==> config.mk <==
export PLATFORM = sky130hd
export DESIGN_NAME = uart_mmio
export DESIGN_NICKNAME = d
export VERILOG_FILES = /design/src/rtl/uart_mmio_pkg.sv /design/src/rtl/uart_tx_fifo.sv /design/src/rtl/uart_mmio.sv
export SDC_FILE = /design/constraint.sdc
export NUM_CORES = 1
export LEC_CHECK = 0
export ABC_CLOCK_PERIOD_IN_PS = 3950
export CORE_AREA = 2 2 188 98
export CTS_CLUSTER_DIAMETER = 100
export CTS_CLUSTER_SIZE = 28
export DETAILED_ROUTE_END_ITERATION = 16
export DIE_AREA = 0 0 190 100
export GPL_ROUTABILITY_DRIVEN = 0
export GPL_TIMING_DRIVEN = 0
export PLACE_DENSITY = 0.75
export SYNTH_ARGS = -nofsm -noshare
export SYNTH_HDL_FRONTEND = slang
export SYNTH_SLANG_ARGS = --single-unit
==> constraint.sdc <==
create_clock -name clock -period 3.95 [get_ports clock]
set_clock_uncertainty 0.2 [all_clocks]
set_input_delay 0.79 -clock clock [delete_from_list [all_inputs] [get_ports clock]]
set_output_delay 0.79 -clock clock [all_outputs]
set_load 0.02 [all_outputs]
==> src/rtl/uart_mmio_pkg.sv <==
// +---------------------------------------------------------------------+
// | uart_mmio_pkg : register map, status bits and drain FSM encodings    |
// | rev 1.0                                                              |
// +---------------------------------------------------------------------+
`default_nettype none

package uart_mmio_pkg;

  typedef logic [1:0] reg_idx_t;

  localparam reg_idx_t REG_TXDATA = 2'd0;
  localparam reg_idx_t REG_RXDATA = 2'd1;
  localparam reg_idx_t REG_STATUS = 2'd2;
  localparam reg_idx_t REG_CTRL   = 2'd3;

  localparam int STAT_FULL    = 0;
  localparam int STAT_EMPTY   = 1;
  localparam int STAT_DROP    = 2;
  localparam int STAT_CNT_LSB = 8;

  localparam logic [1:0] ST_IDLE = 2'd0;
  localparam logic [1:0] ST_SEND = 2'd1;
  localparam logic [1:0] ST_GAP  = 2'd2;

  localparam logic [7:0] RX_NONE = 8'hFF;

  // A 256-entry FIFO can hold 256, which does not fit the 8-bit count field.
  function automatic logic [7:0] sat_count(input logic [8:0] c);
    return (c > 9'd255) ? 8'hFF : c[7:0];
  endfunction

endpackage

`default_nettype wire

==> src/rtl/uart_tx_fifo.sv <==
// +---------------------------------------------------------------------+
// | uart_tx_fifo : synchronous byte FIFO with occupancy count            |
// | rev 1.0                                                              |
// +---------------------------------------------------------------------+
`default_nettype none

module uart_tx_fifo #(
  parameter int DEPTH = 16
) (
  input  logic                   clock,
  input  logic                   reset,
  input  logic                   push,
  input  logic                   pop,
  input  logic [7:0]             din,
  output logic [7:0]             dout,
  output logic                   full,
  output logic                   empty,
  output logic [$clog2(DEPTH):0] count
);

  localparam int AW = $clog2(DEPTH);
  localparam int CW = AW + 1;

  logic [7:0]    mem [DEPTH];
  logic [AW-1:0] wr_ptr;
  logic [AW-1:0] rd_ptr;
  logic          do_push;
  logic          do_pop;

  assign full    = (count == CW'(DEPTH));
  assign empty   = (count == '0);
  assign do_push = push && !full;
  assign do_pop  = pop && !empty;
  assign dout    = mem[rd_ptr];

  // Power-of-two depth lets the pointers wrap by natural overflow.
  always_ff @(posedge clock) begin
    if (reset) begin
      wr_ptr <= '0;
      rd_ptr <= '0;
      count  <= '0;
    end else begin
      if (do_push) wr_ptr <= wr_ptr + 1'b1;
      if (do_pop)  rd_ptr <= rd_ptr + 1'b1;
      case ({do_push, do_pop})
        2'b10:   count <= count + 1'b1;
        2'b01:   count <= count - 1'b1;
        default: count <= count;
      endcase
    end
  end

  always_ff @(posedge clock) begin
    if (do_push) mem[wr_ptr] <= din;
  end

endmodule

`default_nettype wire

==> src/rtl/uart_mmio.sv <==
// +---------------------------------------------------------------------+
// | uart_mmio : memory-mapped console UART (TX FIFO + drain, RX polling) |
// | rev 1.0                                                              |
// +---------------------------------------------------------------------+
`default_nettype none

module uart_mmio
  import uart_mmio_pkg::*;
#(
  parameter logic [63:0] BASE   = 64'h1000_0000,
  parameter int          DEPTH  = 16,
  parameter int          TX_GAP = 0
) (
  input  logic        clock,
  input  logic        reset,
  input  logic        en,
  input  logic [7:0]  we,
  input  logic [63:0] addr,
  input  logic [63:0] wdata,
  output logic [63:0] rdata,
  output logic        uart_out_valid,
  output logic [7:0]  uart_out_ch,
  output logic        uart_in_valid,
  input  logic [7:0]  uart_in_ch
);

  localparam logic [7:0] GAP_LOAD = (TX_GAP > 0) ? 8'(TX_GAP - 1) : 8'd0;

  logic                   hit;
  reg_idx_t               idx;
  logic                   is_read;
  logic                   push_req;
  logic                   ctrl_clear;
  logic                   fifo_full;
  logic                   fifo_empty;
  logic [7:0]             fifo_dout;
  logic [$clog2(DEPTH):0] fifo_count;
  logic                   tx_drop;
  logic [1:0]             state;
  logic [7:0]             gap_cnt;
  logic [63:0]            status_word;
  logic [63:0]            rd_next;
  logic                   unused_ok;

  assign hit        = en && (addr[63:5] == BASE[63:5]);
  assign idx        = addr[4:3];
  assign is_read    = en && (we == 8'h00);
  assign push_req   = hit && (idx == REG_TXDATA) && we[0];
  assign ctrl_clear = hit && (idx == REG_CTRL) && we[0] && wdata[0];

  assign uart_in_valid  = !reset && hit && (we == 8'h00) && (idx == REG_RXDATA);
  assign uart_out_valid = !reset && (state == ST_SEND);
  assign uart_out_ch    = uart_out_valid ? fifo_dout : 8'h00;

  assign unused_ok = ^{addr[2:0], wdata[63:8]};

  uart_tx_fifo #(
    .DEPTH (DEPTH)
  ) u_fifo (
    .clock (clock),
    .reset (reset),
    .push  (push_req),
    .pop   (state == ST_SEND),
    .din   (wdata[7:0]),
    .dout  (fifo_dout),
    .full  (fifo_full),
    .empty (fifo_empty),
    .count (fifo_count)
  );

  always_comb begin
    status_word = '0;
    status_word[STAT_FULL]  = fifo_full;
    status_word[STAT_EMPTY] = fifo_empty && (state == ST_IDLE);
    status_word[STAT_DROP]  = tx_drop;
    status_word[STAT_CNT_LSB +: 8] = sat_count(9'(fifo_count));
  end

  always_comb begin
    rd_next = '0;
    if (hit) begin
      case (idx)
        REG_RXDATA: rd_next = (uart_in_ch == RX_NONE) ? '1 : {56'b0, uart_in_ch};
        REG_STATUS: rd_next = status_word;
        default:    rd_next = '0;
      endcase
    end
  end

  always_ff @(posedge clock) begin
    if (reset) begin
      rdata <= '0;
    end else if (is_read) begin
      rdata <= rd_next;
    end
  end

  // A drop in the same cycle as a clear keeps the flag set.
  always_ff @(posedge clock) begin
    if (reset) begin
      tx_drop <= 1'b0;
    end else if (push_req && fifo_full) begin
      tx_drop <= 1'b1;
    end else if (ctrl_clear) begin
      tx_drop <= 1'b0;
    end
  end

  always_ff @(posedge clock) begin
    if (reset) begin
      state   <= ST_IDLE;
      gap_cnt <= 8'd0;
    end else begin
      case (state)
        ST_IDLE: begin
          if (!fifo_empty) state <= ST_SEND;
        end
        ST_SEND: begin
          if (TX_GAP > 0) begin
            state   <= ST_GAP;
            gap_cnt <= GAP_LOAD;
          end else begin
            state <= ST_IDLE;
          end
        end
        ST_GAP: begin
          if (gap_cnt == 8'd0) state <= ST_IDLE;
          else                 gap_cnt <= gap_cnt - 1'b1;
        end
        default: state <= ST_IDLE;
      endcase
    end
  end

endmodule

`default_nettype wire
# Word level (Yosys, flattened, before mapping)
# Memory sizes are Yosys's and may differ from the RTL's. A register that Yosys moved wholly into a read port is not among the register bits.
# Cells that the tools add are included.
dict set report op_classes {
  n_eq_ne 12
  mux 14
  reduce_logical 27
  n_bitwise 1
  add_sub_neg 5
}
# op n
set op_table {}
lappend op_table {{$mux 64} 2}
lappend op_table {{$pmux 64 s2} 1}
lappend op_table {{$eq 59x24->1 const B} 1}
lappend op_table {{$logic_not 8->1} 2}
lappend op_table {{$logic_and 1x1->1} 15}
lappend op_table {{$pmux 5 s2} 1}
lappend op_table {{$add 4x1->4 const B} 2}
lappend op_table {{$eq 2x2->1 const B} 4}
lappend op_table {{$eq 8x8->1 const B} 1}
lappend op_table {{$mux 4} 2}
lappend op_table {{$mux 8} 1}
lappend op_table {{$sub 8x1->8 const B} 1}
lappend op_table {{$eq 2x1->1 const B} 3}
lappend op_table {{$add 5x1->5 const B} 1}
lappend op_table {{$eq 5x5->1 const B} 1}
lappend op_table {{$logic_not 5->1} 1}
lappend op_table {{$sub 5x1->5 const B} 1}
lappend op_table {{$logic_not 2->1} 2}
lappend op_table {{$mux 1} 4}
lappend op_table {{$mux 2} 2}
lappend op_table {{$ne 2x2->1 const B} 2}
lappend op_table {{$pmux 2 s2} 1}
lappend op_table {{$reduce_and 2->1} 2}
lappend op_table {{$reduce_bool 2->1} 2}
lappend op_table {{other kinds (2)} 4}
dict set report word_totals {
  inputBits 147
  ff_bits 88
  output_inout_bits 74
  ramBits 128
  mem_count 1
  wordCells 67
}
# memory words word_bits rd rd_clocked_by_memory_dff write_ports line
set mem_list {}
lappend mem_list {u_fifo.mem 16 8 1 1 1 uart_tx_fifo.sv:24} ;# logic [7:0] mem [DEPTH];

# Longest topological paths before layout
# Gate-level depths: netlist of the first run.
dict set report depth {
  word_depth 7
  ltp_mapped 14
}

# By module
# From an unflattened synthesis of the first run, not the netlist that was laid out.
dict set report hier_totals {
  hier_cells 477
  hier_area_um2 7365.8
}
# module cells_each n_inst seq_area_each_um2 area_per_inst_um2
set modules_own_cells {}
lappend modules_own_cells {uart_tx_fifo 305 1 4184.0 5974.5}
lappend modules_own_cells {uart_mmio 172 1 320.3 1391.3}

# Least setup slack after synthesis of the first run
# No wires, ideal clock.
dict set report synth_path {
  path_kind {in2reg}
  startpoint {input port addr[18]}
  endpoint {register u_fifo.count[4]}
  arrival_ns 3.636
  path_slack_ns -0.006
  n_path_buf 2
  cell_stages 14
  required_time_ns 3.629
  setup_ns 0.121
  path_cell_list {nor4_1 nand4_1 nor4_4 buf_6 nand2_1 ha_1 clkbuf_1 xor2_1 ha_1 a211o_1 nand2_1 nand3b_1 a31oi_1 mux2_2}
}
dict set report synth_between {
  elab_chain_len 7
  word_cells_on_any_way 9
  classes_between {eq/ne (3); mux (1); reduce/logical (5)}
}
# element line
set synth_rtl {}
lappend synth_rtl {{from (decl)} uart_mmio.sv:18} ;# input logic [63:0] addr,
lappend synth_rtl {{$eq 59x24->1 (*)} uart_mmio.sv:45} ;# assign hit = en && (addr[63:5] == BASE[63:5]);
lappend synth_rtl {{$logic_and 1x1->1 (*)} uart_mmio.sv:45}
lappend synth_rtl {{$logic_and 1x1->1 (*) (2 in a row)} uart_mmio.sv:48} ;# assign push_req = hit && (idx == REG_TXDATA) && we[0];
lappend synth_rtl {{$logic_and 1x1->1 (*)} uart_tx_fifo.sv:32} ;# assign do_push = push && !full;
lappend synth_rtl {{$eq 2x1->1 / $eq 2x2->1 (equally long branches)} uart_tx_fifo.sv:45} ;# case ({do_push, do_pop})
lappend synth_rtl {{$pmux 5 s2 / $reduce_bool 2->1 (equally long branches)} -}
lappend synth_rtl {{to (signal assigned)} uart_tx_fifo.sv:46} ;# 2'b10: count <= count + 1'b1;
lappend synth_rtl {{to (signal assigned)} uart_tx_fifo.sv:47} ;# 2'b01: count <= count - 1'b1;
lappend synth_rtl {{to (signal assigned)} uart_tx_fifo.sv:48} ;# default: count <= count;
lappend synth_rtl {{to (decl)} uart_tx_fifo.sv:18} ;# output logic [$clog2(DEPTH):0] count
# Every way passes the cells marked *; elsewhere a longest branch is shown, timed or not.
# A chain may end at the register's enable or synchronous reset.

# Worst setup path in the final report of the first run
dict set report layout_path {
  startpoint {input port addr[63]}
  endpoint {register u_fifo.count[4]}
}
# The elaborated chain is that of the path after synthesis.

==> metrics.md, run 1 <==
| Metric | Value |
|---|---|
| Status | finished clean |
| Chip Width | 190 um |
| Most frequent CP cell | ha_2 |
| #FFs+latches synth | 161 |
| Startpoint Class | input pin |
| Via total after detailed routing | 4750 |
| Antenna-violating nets left | 0 |
| Worst path max stage delay | 0.43 ns |
| H-Tree Level Count | 4 |
| HPWL after DPL | 13700 um |
| Final worst path period need | 3.92 ns |
| Place WS | -0.940 ns |
| Total power per unit cell area | 387 nW/um^2 |
| Mapped Nets | 629 |
| Worst slew pin tran | 0.993 ns |
| Layout cells sized above 1 | between 20% and 30% |
| Crit-path max FO | 9 |
| Fin. Hold Viols | 0 |
| Slew headroom | 33.6% |
| Synthesis Warnings | 0 |
| CP max stage cell | clkdlybuf4s50_1 |
| Non-filler instance count after layout | about 910 |
| Register area | 4510 um^2 |
| CP cell instances | clkdlybuf4s50_1 -> nor4_2 -> nand4_1 -> nor4_4 -> buf_6 -> nand2_2 -> ha_2 -> buf_4 -> xor2_1 -> ha_2 -> a211o_1 -> nand2_1 -> nand3b_1 -> a31oi_2 -> mux2_2 |
| Worst vdd ir | between 0.3 and 0.4 mV |
| Yosys top cell area share | 53.7% |
| Routed WL per cell | between 20 and 25 um |
| Leak pwr | 3.50 nW |
| Mapped Cells | between 400 and 500 |
| CTS tree | yes |
| Post-Place Cells | just under 900 |
| RSZ-0062 raised after global routing | yes |
| Synth area leaders | edfxtp_1 (54%), mux4_2 (13%), dfxtp_1 (9.2%) |
| Longest Clk Path Bufs | 2 |
| First-pass GRT wire length | 27800 um |
| Crit Path Class | in -> reg |
| Gr usage total | about a fifth |
| Final period util | 99.2% |
| Count leader, synth | edfxtp_1 |
| Setup violators final | 0 |
| Syn_area_per_cell | 15.3 um^2 |
| Total of max-cap violations | 0 |
| Overflow after GRT | 0 |
| CTS Root Cell | clkbuf_16 |
| Row cnt | 35 |
| Fin Setup TNS | 0 ns |
| Fillers | 1352 |
| Cell taking the most area after synthesis | edfxtp_1 |
| Latest clock arrival within the worst-skew pair | 0.43 ns |
| WHS | 0.254 ns |
| Multi-input logic area | between 2000 and 2500 um^2 |
| Tot Pwr | roughly 0.0038 W |
| Largest net degree at the start of global routing | 53 |
| Starting Density | between 40% and 50% |
| DRC Markers | 0 |
| Final net count | 812 |
| Worst Hold Class | reg -> reg |
| Register area share after synthesis | 62.9% |
| Unique cell type count in the Yosys netlist | 48 |
| TritonCTS buffer count | 17 |
| WP data arrival | 4.04 ns |
| Number of synthesized flops with an enable pin | 128 |
| IO buf count | around 160 |
| Total core area | roughly 18000 um^2 |
| Die H | 100 um |
| Max Fclk | 255 MHz |
| # IOs | between 200 and 250 |
| Commonest cells post-synth | edfxtp_1 (128), buf_4 (50), mux4_2 (40) |
| Setup crit end kind | register |
| Full die area | around 19000 um^2 |
| Drt via density | 5.25 |
| DRT Wirelength | 18500 um |
| Final Max Slew Viols | 0 |
| Starting DRT DRC Count | 432 |
| Clk pin slew, worst setup/hold paths | 0.07 ns |
| # diodes | 0 |
| Main flop type after synthesis | edfxtp_1 |
| Initial antenna violation count | 0 |
| Required time of the critical path | 4.07 ns |
| Post-synth ARST share | 0% |
| P&R area growth vs syn | 38.2% |
| Final Worst Setup Slack | roughly 0.031 ns |
| Vias in the first global route | 4751 |
| First drt pass iteration count | 5 |
| Synth Cell Area | 7160 um^2 |
| CTS sink cnt | 161 |
cell families (layout without fill, tap and decap cells):
family | after synthesis | after routing | share of synthesized area (%)
DFF | 161 | 161 | 62.9
adders and majority gates | 13 | 13 | 2.27
and+or+nand+nor | 120 | 120 | 9.30
muxes | 45 | 45 | 13.4
buffers and inverters | 84 | 280 | 7.31
xor gates and xnor gates | 7 | 7 | 0.857
AOI/OAI and AO/OA | 39 | 39 | 3.93
layer usage:
metal  up-vias  global-route usage, %  part of all wire (%)
li1       2132                      -                     -
met1      2429                   29.5                    46
met2       172                   28.9                    46
met3        17                   5.84                   7.3
met4         0                   5.13                  0.97
met5         -                   1.28                     0
flip-flops by register name, summed over array words and instances, names as in the netlist, named ones only:
name / flops
u_fifo.wr_ptr: 4
state: 1
u_fifo.count: 5
tx_drop: 1
u_fifo.mem: 128
rdata: 14
u_fifo.rd_ptr: 4
report_power, final:
part / switching (W) / internal [W] / leakage, nW
Clock: 0.000670 / 0.00119 / 0.316
Sequential: 0.000000000000000000458 / 0.00183 / 1.42
Combinational: 0.0000565 / 0.0000837 / 1.77
Total: 0.000726 / 0.00310 / 3.50
through the flow:
stage               area (um^2)  util [%]
detailed placement         9080      51.5
global route               9890      56.0
global placement           9070      51.4
floorplan                  7160         -
CTS                        9790      55.5
finish                     9890      56.0
timing repair:
| action | in CTS | in global routing |
|---|---|---|
| setup endpoints to repair | 11 | 8 |
| pin swaps | 3 | 4 |
| hold buffers | 0 | 0 |
| gates resized for setup | 14 | 26 |
| setup buffers | 2 | 1 |
path summary, 6_finish.rpt:
path / start / end / slack, ns / depth (start not counted)
setup / recovery: addr[63] / u_fifo.count[4] / 0.03 / 15
hold / removal: state[0] / state[0] / 0.25 / 1
setup reg to reg: u_fifo.count[1] / u_fifo.count[4] / 0.37 / 13
hold reg to reg: state[0] / state[0] / 0.25 / 1
layout by cell type (no fill, tap or decap), types with 7 or more instances in the layout:
cell,synthesis,routed
a21oi_1,11,11
a32oi_1,8,8
buf_4,50,54
clkbuf_1,13,11
clkbuf_16,0,17
clkdlybuf4s50_1,0,150
dfxtp_1,33,32
dlymetal6s2s_1,0,7
edfxtp_1,128,128
ha_1,13,11
inv_1,10,10
mux4_2,40,40
nand2_1,16,15
nand3_1,11,11
nand4_1,11,11
nor2_1,34,34
nor2b_1,10,10
nor4_1,13,7
nor4_2,3,9
final cells by class:
type / instances / area share [%]
plain buffers: 74 / 5.25
well taps: 240 / 3.04
clock inverters: 13 / 2.37
clock buffers: 19 / 4.38
repair buffers: 164 / 16.6
inverters: 10 / 0.380
multi-input cells: 224 / 22.4
flip-flops and latches: 161 / 45.6
critical path: cells and delay by family:
family | cells | cell delay, ns
muxes | 1 | 0.36
xor gates and xnor gates | 1 | 0.14
buffers and inverters | 3 | 0.74
AOI/OAI and AO/OA | 2 | 0.47
adders and majority gates | 2 | 0.42
and+or+nand+nor | 6 | 1.11
No activity file was read; power rests on OpenSTA's default activity.
==> run 2, diff against run 1 <==
--- a/config.mk
+++ b/config.mk
@@ -6,11 +6,12 @@
 export NUM_CORES = 1
 export LEC_CHECK = 0
 export ABC_CLOCK_PERIOD_IN_PS = 3950
-export CORE_AREA = 2 2 188 98
+export CAP_MARGIN = 20
+export CORE_AREA = 4 4 190 100
 export CTS_CLUSTER_DIAMETER = 100
 export CTS_CLUSTER_SIZE = 28
 export DETAILED_ROUTE_END_ITERATION = 16
-export DIE_AREA = 0 0 190 100
+export DIE_AREA = 0 0 194 104
 export GPL_ROUTABILITY_DRIVEN = 0
 export GPL_TIMING_DRIVEN = 0
 export PLACE_DENSITY = 0.75
==> run 2 against run 1 <==
Critical endpoint unchanged; largest power group is now registers; largest cell class unchanged; first-iteration DRC count decreased by 3.7%; die area increased by 6.2%; design area decreased by 1.0%; sequential power about the same; sequential share of layout area increased by 0.46 points; critical path type unchanged; register-to-register slack got worse by 0.06 ns.
==> metrics.md, run 2 (synthesis gave the netlist of run 1 again) <==
| Metric | Value |
|---|---|
| Longest Clk Path Bufs | 2 (unchanged) |
| CTS Root Cell | clkbuf_16 |
| Slew headroom | 27.4% (-6.2 points) |
| Vias in the first global route | 4726 (-0.53%) |
| CP cell instances | clkdlybuf4s50_1 -> nor4_1 -> nand4_1 -> nor4_4 -> buf_6 -> nand2_1 -> ha_4 -> buf_4 -> ha_1 -> nor3b_1 -> o21ai_0 -> a31oi_1 -> mux2_2 |
| Register area | 4500 um^2 (about the same) |
| # IOs | 221 (unchanged) |
| Multi-input logic area | 2180 um^2 (-1.5%) |
| Crit-path max FO | 6 (-3) |
| Commonest non-fill, non-tap cell in the layout | clkdlybuf4s50_1 |
| Total power per unit cell area | 365 nW/um^2 (-5.6%) |
| Crit Path Class | in -> reg |
| Layout cells sized above 1 | 23.6% (-0.64 points) |
| Gr usage total | 17.3% (-2.7 points) |
| Fin area | 9790 um^2 (-1.0%) |
| Final period util | 98.4% (-0.85 points) |
| DRT Wirelength | 17500 um (-5.2%) |
| TritonCTS buffer count | 17 (unchanged) |
| Commonest cells after routing, fill and taps aside | clkdlybuf4s50_1 (152), edfxtp_1 (128), buf_4 (54), mux4_2 (40), nor2_1 (34) |
| Required time of the critical path | 4.07 ns (about the same) |
| Largest net degree at the start of global routing | 29 (-45%) |
| DRC Markers | 0 (unchanged) |
| Leak pwr | 3.47 nW (-0.94%) |
| Chip Width | 194 um (+2.1%) |
| Startpoint Class | input pin |
| Final Max Slew Viols | 0 (unchanged) |
| Final Worst Setup Slack | 0.0648 ns (+0.0335 ns) |
| Row cnt | 34 (-2.9%) |
| WP data arrival | 4.00 ns (-0.04 ns) |
| Buf/Inv on CP | 3 (unchanged) |
| Total core area | 17200 um^2 (-2.6%) |
| Starting Density | 41.6% (+1.1 points) |
| Worst Hold Class | reg -> reg |
| P&R area growth vs syn | 36.8% |
| Setup violators final | 0 (unchanged) |
| CP max stage cell | nor4_4 |
| Routed WL per cell | 19.5 um (-4.7%) |
| Max Fclk | 257 MHz (+0.86%) |
| First-pass GRT wire length | 27100 um (-2.6%) |
| Via total after detailed routing | 4668 (-1.7%) |
| Cell family with most CP delay | simple AND/OR/NAND/NOR gates |
| Full die area | 20200 um^2 (+6.2%) |
| Biggest register | u_fifo.mem |
| Fillers | 1345 (-0.52%) |
| Status | finished clean |
| Antenna-violating nets left | 0 (unchanged) |
| # diodes | 0 (unchanged) |
| Worst path max stage delay | 0.40 ns (-0.03 ns) |
| Final worst path period need | 3.89 ns (-0.0335 ns) |
| H-Tree Level Count | 4 (unchanged) |
| Total of max-cap violations | 0 (unchanged) |
| First drt pass iteration count | 5 (unchanged) |
| Largest register FFs | 128 (unchanged) |
| HPWL after DPL | 12300 um (-10%) |
| Overflow after GRT | 0 (unchanged) |
| Latest clock arrival within the worst-skew pair | 0.42 ns (about the same) |
| Worst slew pin tran | 1.08 ns (+0.0920 ns) |
| Drt via density | 5.19 (-1.2%) |
| Worst vdd ir | 0.273 mV (-13%) |
| Starting DRT DRC Count | 416 (-3.7%) |
| IO buf count | 161 (unchanged) |
| Place WS | -0.829 ns (+0.111 ns) |
| Clk pin slew, worst setup/hold paths | 0.07 ns (about the same) |
| Fin. Hold Viols | 0 (unchanged) |
| CTS tree | yes |
| Biggest regs | u_fifo.mem (128), rdata (14), u_fifo.count (5) |
| Final net count | 813 (+0.12%) |
| CTS sink cnt | 161 (unchanged) |
| Placed cell area | 9100 um^2 (+0.22%) |
| Initial antenna violation count | 1 (+1) |
| Tot Pwr | 0.00357 W (-6.6%) |
| Hold_buf cts | 0 (unchanged) |
| Die H | 104 um (+4.0%) |
| Setup crit end kind | register |
## run 2: changes by cell type in the layout (fill, tap and decap cells not counted), sizes merged, moves of 2 or more
cell           change
inv                +7
clkdlybuf4s50      +2
clkbuf             -2
bufinv             -6
clkinv             +2
## run 2: per-stage QoR
stage	cells	hold slack (ns)	setup TNS, ns	utilization [%]
2_1_floorplan	469	0.221	0	-
3_3_place_gp	864	0.230	-25.43	52.7
3_5_place_dp	865	0.251	-17.38	53.0
4_1_cts	898	0.261	0	56.6
5_1_grt	900	0.282	-0.0541	57.0
6_report	900	0.259	0	57.0
## run 2: repair_timing
| item | in CTS | in global routing |
|---|---|---|
| buffers inserted | 2 | 2 |
| gates cloned | 0 | 0 |
| pin swaps | 3 | 3 |
| endpoints found under the setup margin | 11 | 8 |
| resized for setup | 14 | 13 |
## run 2: tightest hold or removal path: stages (launching register included)
cell	delay, ns
dfxtp_1	0.31
nand2_1	0.05
a21oi_1	0.05
## run 2: routing by layer
layer / up-vias / wire [um] / part of all wire (%) / GRT usage, %
li1: 2137 / - / - / -
met4: 2 / 246 / 1.4 / 4.91
met5: - / 13 / 0.074 / 0
met2: 175 / 8850 / 50 / 29.1
met1: 2332 / 7390 / 42 / 22.8
met3: 22 / 1040 / 6.0 / 3.82
## run 2: report_power, final
group | switching, W | total [W] | internal (W)
sequential | 0.000000000000000000451 | 0.00183 | 0.00183
combinational | 0.0000520 | 0.000135 | 0.0000828
clock | 0.000765 | 0.00161 | 0.000850
total | 0.000817 | 0.00357 | 0.00276
## run 2: area by class of cell
class	count	area share (%)
plain buffers	73	5.15
inverters	10	0.383
repair buffers	166	17.1
clock inverters	15	1.66
clock buffers	17	4.35
flip-flops and latches	161	46.0
multi-input cells	224	22.3
well taps	234	2.99
## run 2: path summary, 6_finish.rpt
path                        start               to  slack (ns)  cells after the start
setup / recovery          addr[5]  u_fifo.count[4]        0.06                     13
hold / removal           rdata[7]         rdata[7]        0.26                      2
setup reg to reg  u_fifo.count[1]  u_fifo.count[4]        0.31                     10
hold reg to reg          rdata[7]         rdata[7]        0.26                      2
==> run 3, diff against run 2 <==
--- a/config.mk
+++ b/config.mk
@@ -5,16 +5,17 @@
 export SDC_FILE = /design/constraint.sdc
 export NUM_CORES = 1
 export LEC_CHECK = 0
-export ABC_CLOCK_PERIOD_IN_PS = 3950
+export ABC_CLOCK_PERIOD_IN_PS = 4900
 export CAP_MARGIN = 20
-export CORE_AREA = 4 4 190 100
+export CORE_AREA = 4 4 173 91
 export CTS_CLUSTER_DIAMETER = 100
 export CTS_CLUSTER_SIZE = 28
 export DETAILED_ROUTE_END_ITERATION = 16
-export DIE_AREA = 0 0 194 104
+export DIE_AREA = 0 0 177 95
 export GPL_ROUTABILITY_DRIVEN = 0
 export GPL_TIMING_DRIVEN = 0
-export PLACE_DENSITY = 0.75
+export PLACE_DENSITY = 0.85
+export SLEW_MARGIN = 20
 export SYNTH_ARGS = -nofsm -noshare
 export SYNTH_HDL_FRONTEND = slang
 export SYNTH_SLANG_ARGS = --single-unit
==> constraint.sdc (replaced) <==
create_clock -name clock -period 4.9 [get_ports clock]
set_clock_uncertainty 0.2 [all_clocks]
set_input_delay 0.98 -clock clock [delete_from_list [all_inputs] [get_ports clock]]
set_output_delay 0.98 -clock clock [all_outputs]
set_load 0.02 [all_outputs]
==> run 3 against run 2 <==
Register-to-register slack better by 0.73 ns; worst hold slack got worse by 0.0039 ns; clock-buffer cell count unchanged; largest cell class unchanged.
==> metrics.md, run 3 (synthesis gave the netlist of run 1 again) <==
| Metric | Value |
|---|---|
| Status | finished clean |
| Biggest regs | u_fifo.mem (128), rdata (14), u_fifo.count (5) |
| Commonest non-fill, non-tap cell in the layout | clkdlybuf4s50_1 |
| Largest net degree at the start of global routing | 53 (+83%) |
| Largest register FFs | 128 (unchanged) |
| Full die area | 16800 um^2 (-17%) |
| TritonCTS buffer count | 17 (unchanged) |
| GR Layer Usage met1 | 28.0% (+5.2 points) |
| Total power per unit cell area | 298 nW/um^2 (-19%) |
| # diodes | 0 (unchanged) |
| Initial antenna violation count | 1 (unchanged) |
| Crit-path max FO | 10 (+4) |
| Antenna-violating nets left | 0 (unchanged) |
| Tot Pwr | 0.00287 W (-20%) |
| Post-Place Cells | 828 (-4.3%) |
| DRC Markers | 0 (unchanged) |
| Required time of the critical path | 3.72 ns (-0.35 ns) |
| Final period util | 94.2% |
| # IOs | 221 (unchanged) |
| Final worst path period need | 4.61 ns |
| Latest clock arrival within the worst-skew pair | 0.42 ns (about the same) |
| Starting Density | 50.3% (+8.6 points) |
| Total core area | 14200 um^2 (-17%) |
| HPWL after DPL | 12500 um (+1.1%) |
| Max Fclk | 217 MHz |
| First-pass GRT wire length | 27500 um (+1.3%) |
| Total of max-cap violations | 0 (unchanged) |
| Starting DRT DRC Count | 486 (+17%) |
| Startpoint Class | input pin |
| Setup violators final | 0 (unchanged) |
| WP data arrival | 3.43 ns (-0.57 ns) |
| Drt via density | 5.46 (+5.3%) |
| First drt pass iteration count | 4 (-1) |
| CTS Root Cell | clkbuf_16 |
| Placed cell area | 9030 um^2 (-0.80%) |
| Via total after detailed routing | 4709 (+0.88%) |
| Clk pin slew, worst setup/hold paths | 0.07 ns (about the same) |
| Routed WL per cell | 20.8 um (+6.7%) |
| Longest Clk Path Bufs | 2 (unchanged) |
| WHS | 0.255 ns (-0.00387 ns) |
| IO buf count | 161 (unchanged) |
| Busiest grt layer | met2 |
| Met3 usage | 6.36% (+2.5 points) |
| Gr usage total | 22.2% (+4.9 points) |
| Worst slew pin tran | 0.980 ns (-0.105 ns) |
| Setup crit end kind | output pin |
| Worst vdd ir | 0.211 mV (-23%) |
| Fin. Hold Viols | 0 (unchanged) |
| Fillers | 951 (-29%) |
| DRT Wirelength | 17900 um (+2.2%) |
| GR Util met2 | 38.3% (+9.2 points) |
| Layout cells sized above 1 | 21.8% (-1.7 points) |
| Crit Path Class | in -> out |
| Hold_buf cts | 0 (unchanged) |
| Leak pwr | 3.31 nW (-4.6%) |
| H-Tree Level Count | 4 (unchanged) |
| Vias in the first global route | 4893 (+3.5%) |
| Commonest cells after routing, fill and taps aside | clkdlybuf4s50_1 (161), edfxtp_1 (128), buf_4 (52), mux4_2 (40), nor2_1 (34) |
| Post-CTS sizing | 0 (-14) |
| Row cnt | 31 (-8.8%) |
| Final net count | 811 (-0.25%) |
| CTS sink cnt | 161 (unchanged) |
| P&R area growth vs syn | 34.6% |
| Non-filler instance count after layout | 862 (-4.2%) |
| Die H | 95 um (-8.7%) |
| Biggest register | u_fifo.mem |
| Chip Width | 177 um (-8.8%) |
| Worst Hold Class | reg -> reg |
| RSZ-0062 raised after global routing | no |
| Final Max Slew Viols | 0 (unchanged) |
| Fin area | 9630 um^2 (-1.6%) |
| CTS tree | yes |
| Slew headroom | 34.5% (+7.0 points) |
| Overflow after GRT | 0 (unchanged) |
==> run 3: layer usage <==
| layer | part of all wire [%] | wire length (um) |
|---|---|---|
| met2 | 52 | 9260 |
| met5 | 0.073 | 13 |
| met3 | 9.5 | 1700 |
| met4 | 1.2 | 210 |
| met1 | 38 | 6740 |
==> run 3: worst paths after layout <==
path,start,end,slack (ns),cells after the start
hold / removal,state[0],state[0],0.26,1
setup / recovery,addr[25],uart_in_valid,0.29,8
hold reg to reg,state[0],state[0],0.26,1
setup reg to reg,u_fifo.count[1],u_fifo.count[4],1.04,12
==> run 3: power by group <==
part,leakage (nW),switching (W),total [W],internal [W]
clock,0.284,0.000605,0.00129,0.000682
sequential,1.42,0.000000000000000000358,0.00147,0.00147
combinational,1.61,0.0000416,0.000108,0.0000663
==> run 3: timing repair <==
item,in CTS,in global routing
buffers inserted,0,2
pin swaps,1,1
setup endpoints to repair,1,1
==> run 3: cell type report <==
class,instances,area [um^2],share of cell area (%)
Buffer,74,485,5.04
Clock inverter,15,160,1.66
Multi-Input combinational cell,224,2140,22.3
Timing Repair Buffer,163,1630,16.9
Clock buffer,17,425,4.42
Tap cell,198,248,2.57
Inverter,10,37.5,0.390
Sequential cell,161,4510,46.8
==> run 3: critical path, stage by stage <==
cell and delay, ns:
clkdlybuf4s50_1 0.40, nor4b_1 0.37, nand4_1 0.23, nor4_4 0.43, buf_6 0.20, nand2_1 0.06, nor2_1 0.14, clkdlybuf4s50_1 0.63
==> run 3: metrics by stage <==
step	util, %	TNS (ns)	setup slack (ns)
3_5_place_dp	63.5	-0.228	-0.196
6_report	67.7	0	0.285
3_3_place_gp	63.3	-0.115	-0.115
5_1_grt	67.7	0	0.0952
2_1_floorplan	-	0	0.754
4_1_cts	67.6	0	0.0286
==> edit, RTL diff (flow settings as in run 2) <==
Reset style: asynchronous (`reset`), changed in 4 clocked blocks.
--- a/src/rtl/uart_tx_fifo.sv
+++ b/src/rtl/uart_tx_fifo.sv
@@ -34,7 +34,7 @@
   assign dout    = mem[rd_ptr];
 
   // Power-of-two depth lets the pointers wrap by natural overflow.
-  always_ff @(posedge clock) begin
+  always_ff @(posedge clock or posedge reset) begin
     if (reset) begin
       wr_ptr <= '0;
       rd_ptr <= '0;
--- a/src/rtl/uart_mmio.sv
+++ b/src/rtl/uart_mmio.sv
@@ -87,7 +87,7 @@
     end
   end
 
-  always_ff @(posedge clock) begin
+  always_ff @(posedge clock or posedge reset) begin
     if (reset) begin
       rdata <= '0;
     end else if (is_read) begin
@@ -96,7 +96,7 @@
   end
 
   // A drop in the same cycle as a clear keeps the flag set.
-  always_ff @(posedge clock) begin
+  always_ff @(posedge clock or posedge reset) begin
     if (reset) begin
       tx_drop <= 1'b0;
     end else if (push_req && fifo_full) begin
@@ -106,7 +106,7 @@
     end
   end
 
-  always_ff @(posedge clock) begin
+  always_ff @(posedge clock or posedge reset) begin
     if (reset) begin
       state   <= ST_IDLE;
       gap_cnt <= 8'd0;
Behaviour: differs if reset is asserted again (counterexample within 4 cycles, from zero or initial values and one cycle with reset high); with reset held inactive, the same outputs for 10 cycles.
==> edit against run 2 <==
  * Power down 1.0%
  * Sequential cell count down 4
  * Wire length down 4.9%
  * Area after synthesis down 1.0%
  * Critical path depth down 7
  * Final area down 1.0%
  * Worst setup slack better by 110 ps
  * Critical path type is now register to output pin
  * Critical endpoint is now uart_out_ch[3]
  * Largest cell class unchanged
==> edit: results (changes against run 2) <==
Pwr
  – Worst vdd ir: 338 uV (+24%)
  – Leakage power: 3.54 nW (+2.1%)
  – Sw Ratio: 20.5% (-2.4 points)

CTS
  – TritonCTS Buffers: 17 (unchanged)
  – Worst skew pair latency: 420 ps (about the same)
  – CTS max path bufs: 2 (unchanged)
  – Root buffer cell: clkbuf_16
  – H-tree depth: 4 (unchanged)
  – Worst-path clk slew: ~60 ps

Finish
  – Ant diodes: 0 (unchanged)
  – Top Registers: u_fifo.mem: 128 flops, rdata: 14 flops, u_fifo.count: 5 flops
  – Post-Layout Cell Count: 867 (-3.7%)
  – Layout Nets: 780 (-4.1%)
  – Share of cells above drive strength 1: 24.2% (+0.60 points)

Yosys
  – Syn nets: 592 (-5.9%)
  – Synth top area cells: edfxtp_1, mux4_2, dfrtp_1
  – Syn. warnings: 0 (unchanged)
  – Top cells by count, synth: edfxtp_1, buf_4, mux4_2, dfrtp_1, nor2_1
  – Post-synthesis cell type count: 43 (-10%)
  – Register area share after synthesis: 64.5% (+1.6 points)
  – Syn Area/Cell: 16.4 sq um (+7.5%)
  – Post-synth EDFFs: 128 (unchanged)
  – Ys async rst share: 18.5% (+18 points)

Routing
  – Drt first pass iters: 5 (unchanged)
  – Via density: 5.10 (-1.6%)
  – Initial DRC Count: 390 (-6.3%)
  – WL/cell: 19.2 microns (-1.3%)

Status
  – Status: complete, no violations

Place
  – Pre-CTS setup slack: -350 ps (+479 ps)
  – IO Port Bufs: 161 (unchanged)
  – Inst Count DP: 832 (-3.8%)
  – Detailed Place HPWL: 11700 microns (-5.2%)

Hold path
  – Hold Crit Class: register to register

GRT
  – First-pass GRT wire length: 25900 microns (-4.3%)
  – GRT Util Overall: 16.5% (-0.77 points)
  – Initial antenna violation count: 0 (-1)
  – Largest net degree at the start of global routing: 38 (+31%)
  – Via count of the first global-routing pass: 4584 (-3.0%)

STA
  – Worst Tran Pin Value: 952 ps (-132 ps)
  – Max-slew violations: 0 (unchanged)

Worst setup path
  – Data arrival, critical path: 2780 ps (-1220 ps)
  – Crit-path max FO: 10 (+4)
edit: cell type report:
cell class | count | area [sq um]
fill | 1336 | 7500
inverter | 8 | 33.8
sequential | 157 | 4570
multi-input combinational | 199 | 2030
clock buffer | 17 | 425
clock inverter | 15 | 159
timing repair buffer | 170 | 1700
buffer | 67 | 478
tap | 234 | 293
edit: final timing paths:
check                                  from               to  slack [ps]  depth (start not counted)
max                        u_fifo.rd_ptr[0]   uart_out_ch[3]         180                          6
min                                state[0]         state[0]         280                          1
max reg2reg                 u_fifo.count[1]  u_fifo.count[4]         520                         13
min reg2reg                        state[0]         state[0]         280                          1
max in group asynchronous             reset  u_fifo.count[2]        2760                          3
min in group asynchronous             reset         rdata[2]         590                          3
edit: through the flow:
| step | area, sq um | hold WS, ps | util (%) | setup TNS (ps) |
|---|---|---|---|---|
| 2_1_floorplan | 7090 | 225 | - | 0 |
| 3_3_place_gp | 8990 | 245 | 52.3 | -20840 |
| 3_5_place_dp | 9060 | 246 | 52.7 | -7350 |
| 4_1_cts | 9660 | 276 | 56.2 | 0 |
| 5_1_grt | 9690 | 288 | 56.4 | 0 |
| 6_report | 9690 | 279 | 56.4 | 0 |
edit: metal layers:
layer | vias to the layer above | track usage, % | wire length (microns)
met4 | 0 | 4.31 | 163
met3 | 15 | 3.72 | 1200
li1 | 2016 | - | -
met1 | 2202 | 22.5 | 6920
met5 | - | 0 | 0
met2 | 192 | 27.2 | 8390
edit: kinds of logic after synthesis:
logic type / after synthesis / synth area share (%)
compound gates: 35 / 3.34
simple gates: 96 / 8.09
flops: 157 / 64.5
xor+xnor: 12 / 1.48
buf+inv: 76 / 7.12
fa+ha+maj: 13 / 2.30
mux: 43 / 13.2
edit: worst max-delay path, stage by stage (launching register included):
cell and delay (ps):
dfrtp_1 350, buf_4 220, buf_6 220, mux4_2 550, mux4_2 510, nor2b_1 160
dlygate4sd2_1 340
edit: power by group through the flow:
stage | sequential (mW) | combinational (mW) | clock (mW)
2_1_floorplan | 1.83 | 0.0137 | 0
6_report | 1.79 | 0.133 | 1.61
3_5_place_dp | 1.83 | 0.132 | 0
5_1_grt | 1.79 | 0.143 | 1.72
4_1_cts | 1.79 | 0.133 | 1.63
3_3_place_gp | 1.83 | 0.124 | 0
edit: timing repair:
item,4_1_cts,5_1_grt
buffers inserted,2,2
setup endpoints to repair,10,4
resized for setup,14,4
hold buffers,0,0
cloned,0,0
pin swaps,2,1
